File: config.mk
export PLATFORM = sky130hd
export DESIGN_NAME = qlf_k6n10f_pipe_addsub
export DESIGN_NICKNAME = d
export VERILOG_FILES = /design/src/rtl/qlf_k6n10f_pipe_addsub.sv
export SDC_FILE = /design/constraint.sdc
export NUM_CORES = 1
export LEC_CHECK = 0
export CORE_UTILIZATION = 56
export DETAILED_ROUTE_END_ITERATION = 7
export PLACE_DENSITY = 0.8
export SLEW_MARGIN = 10
export SYNTH_ARGS = -nofsm -noshare
export SYNTH_HDL_FRONTEND = slang
export SYNTH_SLANG_ARGS = --single-unit
export TNS_END_PERCENT = 50
File: constraint.sdc
create_clock -name clk -period 2.4 [get_ports clk]
set_input_delay 0.48 -clock clk [delete_from_list [all_inputs] [get_ports clk]]
set_output_delay 0.48 -clock clk [all_outputs]
set_load 0.1 [all_outputs]
File: src/rtl/qlf_k6n10f_pipe_addsub.sv
// Pipelined add/sub that resolves one SEG-bit carry segment per stage, with the
// carry registered between stages so each adder_carry chain stays SEG bits long.
module qlf_k6n10f_pipe_addsub #(
    parameter int WIDTH = 32,
    parameter int SEG   = 8
) (
    input  logic             clk,
    input  logic             reset_n,
    input  logic             in_valid,
    output logic             in_ready,
    input  logic [WIDTH-1:0] a,
    input  logic [WIDTH-1:0] b,
    input  logic             sub,
    output logic             out_valid,
    input  logic             out_ready,
    output logic [WIDTH-1:0] sum,
    output logic             cout,
    output logic             ovf
);

    localparam int NSEG = WIDTH / SEG;
    localparam int LAST = NSEG - 1;

    generate
        if ((WIDTH % SEG) != 0 || SEG <= 2) begin : g_param_check
            $error("qlf_k6n10f_pipe_addsub: WIDTH must be a multiple of SEG and SEG must exceed 2");
        end
    endgenerate

    // One carry segment: {carry_out, slice_sum}.
    function automatic logic [SEG:0] seg_add(input logic [SEG-1:0] x,
                                             input logic [SEG-1:0] y,
                                             input logic           ci);
        return {1'b0, x} + {1'b0, y} + {{SEG{1'b0}}, ci};
    endfunction

    logic             en;

    logic             vld_p [NSEG];
    logic [WIDTH-1:0] a_p   [NSEG];
    logic [WIDTH-1:0] bx_p  [NSEG];
    logic [WIDTH-1:0] res_p [NSEG];
    logic             c_p   [NSEG];

    logic             src_vld [NSEG];
    logic [WIDTH-1:0] src_a   [NSEG];
    logic [WIDTH-1:0] src_bx  [NSEG];
    logic [WIDTH-1:0] src_res [NSEG];
    logic             src_c   [NSEG];
    logic [SEG:0]     add_r   [NSEG];
    logic [WIDTH-1:0] nxt_res [NSEG];

    assign en       = !out_valid || out_ready;
    assign in_ready = en;

    // Stage inputs: stage 0 takes the operand beat (B pre-inverted for sub, sub as
    // carry-in), later stages take the previous stage's registers.
    always_comb begin
        src_vld[0] = in_valid;
        src_a[0]   = a;
        src_bx[0]  = b ^ {WIDTH{sub}};
        src_c[0]   = sub;
        src_res[0] = '0;
        for (int k = 1; k < NSEG; k++) begin
            src_vld[k] = vld_p[k-1];
            src_a[k]   = a_p[k-1];
            src_bx[k]  = bx_p[k-1];
            src_c[k]   = c_p[k-1];
            src_res[k] = res_p[k-1];
        end
    end

    always_comb begin
        for (int k = 0; k < NSEG; k++) begin
            add_r[k]   = seg_add(src_a[k][k*SEG +: SEG], src_bx[k][k*SEG +: SEG], src_c[k]);
            nxt_res[k] = src_res[k];
            nxt_res[k][k*SEG +: SEG] = add_r[k][SEG-1:0];
        end
    end

    // Stage registers: the whole pipe shifts together or holds together.
    always_ff @(posedge clk or negedge reset_n) begin
        if (!reset_n) begin
            for (int k = 0; k < NSEG; k++) begin
                vld_p[k] <= 1'b0;
                a_p[k]   <= '0;
                bx_p[k]  <= '0;
                res_p[k] <= '0;
                c_p[k]   <= 1'b0;
            end
        end else if (en) begin
            for (int k = 0; k < NSEG; k++) begin
                vld_p[k] <= src_vld[k];
                a_p[k]   <= src_a[k];
                bx_p[k]  <= src_bx[k];
                res_p[k] <= nxt_res[k];
                c_p[k]   <= add_r[k][SEG];
            end
        end
    end

    // Output stage; ovf derives from registered operands so it holds during stalls.
    assign out_valid = vld_p[LAST];
    assign sum       = res_p[LAST];
    assign cout      = c_p[LAST];
    assign ovf       = (a_p[LAST][WIDTH-1] == bx_p[LAST][WIDTH-1]) &&
                       (res_p[LAST][WIDTH-1] != a_p[LAST][WIDTH-1]);

endmodule

==> impl_metrics.env <==
export IMPL_core_area_mm2=0.01459
export IMPL_critPathRequiredTime_ps=2720
export IMPL_num_antenna_cells=0
export IMPL_path_clk_slew_ps=70
export IMPL_timing_hold_ws_ps=8.949
export IMPL_clk_latency_ps=430
export IMPL_drv_slew=0
export IMPL_grt_max_degree=95
export IMPL_power_mw=15.26
export IMPL_drt_total_wl_mm=16.45
export IMPL_finalHoldViolations=0
export IMPL_yosysTopAreaCell="dfrtp_1"
export IMPL_hp_class="in2async"
export IMPL_port_buffer_count=104
export IMPL_gr_total_overflow=0
export IMPL_status="finished clean"
export IMPL_yosysWarnings=0
export IMPL_initial_core_util_pct=57.40
export IMPL_ys_ff_latch=186
export IMPL_drt_first_iter_violations=407
export IMPL_setup_viol=0
export IMPL_synthXorXnorAreaFrac_pct=4.602
export IMPL_yosysUniqueCellTypes=34
export IMPL_drive_above_1_share_pct=9.188
export IMPL_layout_commonest_cell="nand2_1"
export IMPL_synth_mux_area_fraction_pct=0.1195
export IMPL_drc=0
export IMPL_rsz0062_at_grt="no"
export IMPL_syn_mean_instance_area_um2=9.073
export IMPL_vias_per_cell=5.213
export IMPL_vdd_drop_max_v=0.0008526
export IMPL_synthAdderAreaFrac_pct=5.857
export IMPL_slew_headroom_pct=66.98
export IMPL_gp_congestion=0.8259
export IMPL_cts_root_buf="clkbuf_16"
export IMPL_ant_nets=0
export IMPL_synthToLayoutAreaGrowth_pct=22.22
export IMPL_dieArea_mm2=0.01545
export IMPL_n_fill_cell=1104
export IMPL_cp_start_kind="flip-flop"
export IMPL_postCtsSetupBuffers=0
export IMPL_tritoncts="yes"
export IMPL_dr_pass1_iters=5
export IMPL_fmax_mhz=441.0
export IMPL_synth_compound_area_share_pct=9.353
export IMPL_fin_tns_setup_ps=0
export IMPL_finalCriticalPeriod_ps=2268
export IMPL_rows=44
export IMPL_routedWlPerCell_um=13.51
export IMPL_h_tree_depth=4
export IMPL_critPathArrivalTime_ps=2590
export IMPL_worstMarginPinSlew_ps=495.3
export IMPL_cts_buffer_depth=2
export IMPL_post_route_util_pct=70.15
export IMPL_ys_top_cells_by_area="dfrtp_1 (56%), nand2_1 (19%), ha_1 (4.2%)"
export IMPL_num_nets_final=1126
export IMPL_p_per_area_mw_per_mm2=1491
export IMPL_grt_use_total_pct=22.96
export IMPL_fin_crit_sh_pct=94.48
export IMPL_ys_seq_area_share_pct=55.58
export IMPL_first_global_vias=6077
export IMPL_synthCells=923
export IMPL_p_leak_nw=5.052
export IMPL_grt_pass1_wl_mm=28.60
export IMPL_via_count=6350
export IMPL_layout_common_cells="nand2_1 (423), dfrtp_1 (186), clkdlybuf4s50_1 (66)"
export IMPL_clkSinkCount=186
export IMPL_synth_top_family_by_area="simple AND/OR/NAND/NOR gates"
export IMPL_numCtsBuffers=17
export IMPL_cp_max_fo=3
export IMPL_io_pins=105
export IMPL_place_ws_ps=-263.6
export IMPL_synth_top_area_share_pct=55.58
export IMPL_synth_cell_area_mm2=0.008374
export IMPL_final_setup_worst_slack_ps=132.5
export IMPL_die_h_um=124.3
export IMPL_hpwlAfterDp_mm=11.15
export IMPL_crit_type="reg2reg"
export IMPL_antenna_found_initial=0
export IMPL_drv_cap=0
export IMPL_skew_ps=8.770
export IMPL_synthSimpleGateAreaFrac_pct=21.65
export IMPL_die_w_um=124.3
export IMPL_crit_path_end_kind="flip-flop"
export IMPL_syn_nets=1027
## registers in the layout, summed over array words and instances, names as in the netlist
register	flops
a_p	49
bx_p	49
nxt_res	48
sum	32
c_p	3
src_vld	3
cout	1
out_valid	1
## path summary, 6_finish.rpt
path,from,endpoint,slack [ps],cells past startpoint
max,a_p[104],c_p[2],130,7
min,reset_n,src_vld[1],9,1
max reg2reg,a_p[104],c_p[2],130,7
min reg2reg,sum[4],sum[4],460,2
max in group asynchronous,reset_n,sum[9],1740,2
min in group clk,sum[4],sum[4],460,2
## metrics by stage
step                cell area, um2  std cells
floorplan                     8378        923
global placement              9641       1187
detailed placement            9641       1187
CTS                          10230       1218
global route                 10230       1218
finish                       10230       1218
## cell usage after synthesis
library cell,n
o21a_1,10
o21bai_1,2
a221oi_1,2
inv_1,11
o2111ai_1,1
nor3_1,3
a211oi_1,12
inv_2,1
o21ai_0,62
o31ai_1,1
nor2b_4,1
nand2b_1,2
nor3b_1,4
buf_2,16
a21o_1,9
o21ai_1,1
buf_1,4
dfrtp_1,186
ha_1,28
nand3_1,4
nor2_1,25
fa_1,7
nand2_1,423
xnor2_1,28
a21oi_1,21
a31oi_1,2
o211ai_1,1
mux2i_1,1
or4_1,2
clkbuf_1,26
and3_1,1
o31a_1,7
nor2b_1,3
xor2_1,16
## where the power goes
| group | internal, mW | total (mW) | switching (mW) | leakage (nW) |
|---|---|---|---|---|
| clock | 1.65 | 2.82 | 1.17 | 0.281 |
| sequential | 4.54 | 5.36 | 0.816 | 2.24 |
| combinational | 2.26 | 7.07 | 4.81 | 2.53 |
| total | 8.46 | 15.3 | 6.80 | 5.05 |
## kinds of logic after synthesis
logic type               after synthesis
flip-flops                           186
AND/OR/NAND/NOR                      468
buffers and inverters                 58
adder cells (fa/ha/maj)               35
multiplexers                           1
AO/OA/AOI/OAI                        131
XOR/XNOR                              44
## area by class of cell
class                           instances  area, um2  area share, %
Multi-Input combinational cell        679       3496          34.16
Timing Repair Buffer                  126       1215          11.87
Tap cell                              184      230.2          2.249
Inverter                               12      47.55         0.4645
Clock inverter                         12      148.9          1.455
Clock buffer                           19      442.9          4.328
Sequential cell                       186       4654          45.48
## metal layers
| layer | wire (um) | share of wire (%) | track usage [%] |
|---|---|---|---|
| met3 | 612 | 3.7 | 4.768 |
| met2 | 7886 | 48 | 36.79 |
| met4 | 263 | 1.6 | 7.512 |
| met1 | 7692 | 47 | 31.40 |
| met5 | 0 | 0 | 0 |
## worst max-delay path, cell delays in order (launching register included)
cell     delay, ps
dfrtp_1        410
fa_2           430
fa_1           420
a21oi_1        190
o21ai_0        180
o31a_1         290
o21ai_0        160
a21oi_1         80
## repair_timing
item                                    in CTS  in global routing
gates resized for setup                      0                  1
endpoints found under the setup margin       0                  1
hold buffers                                 0                  0
Power figures use the tool's default switching activity.
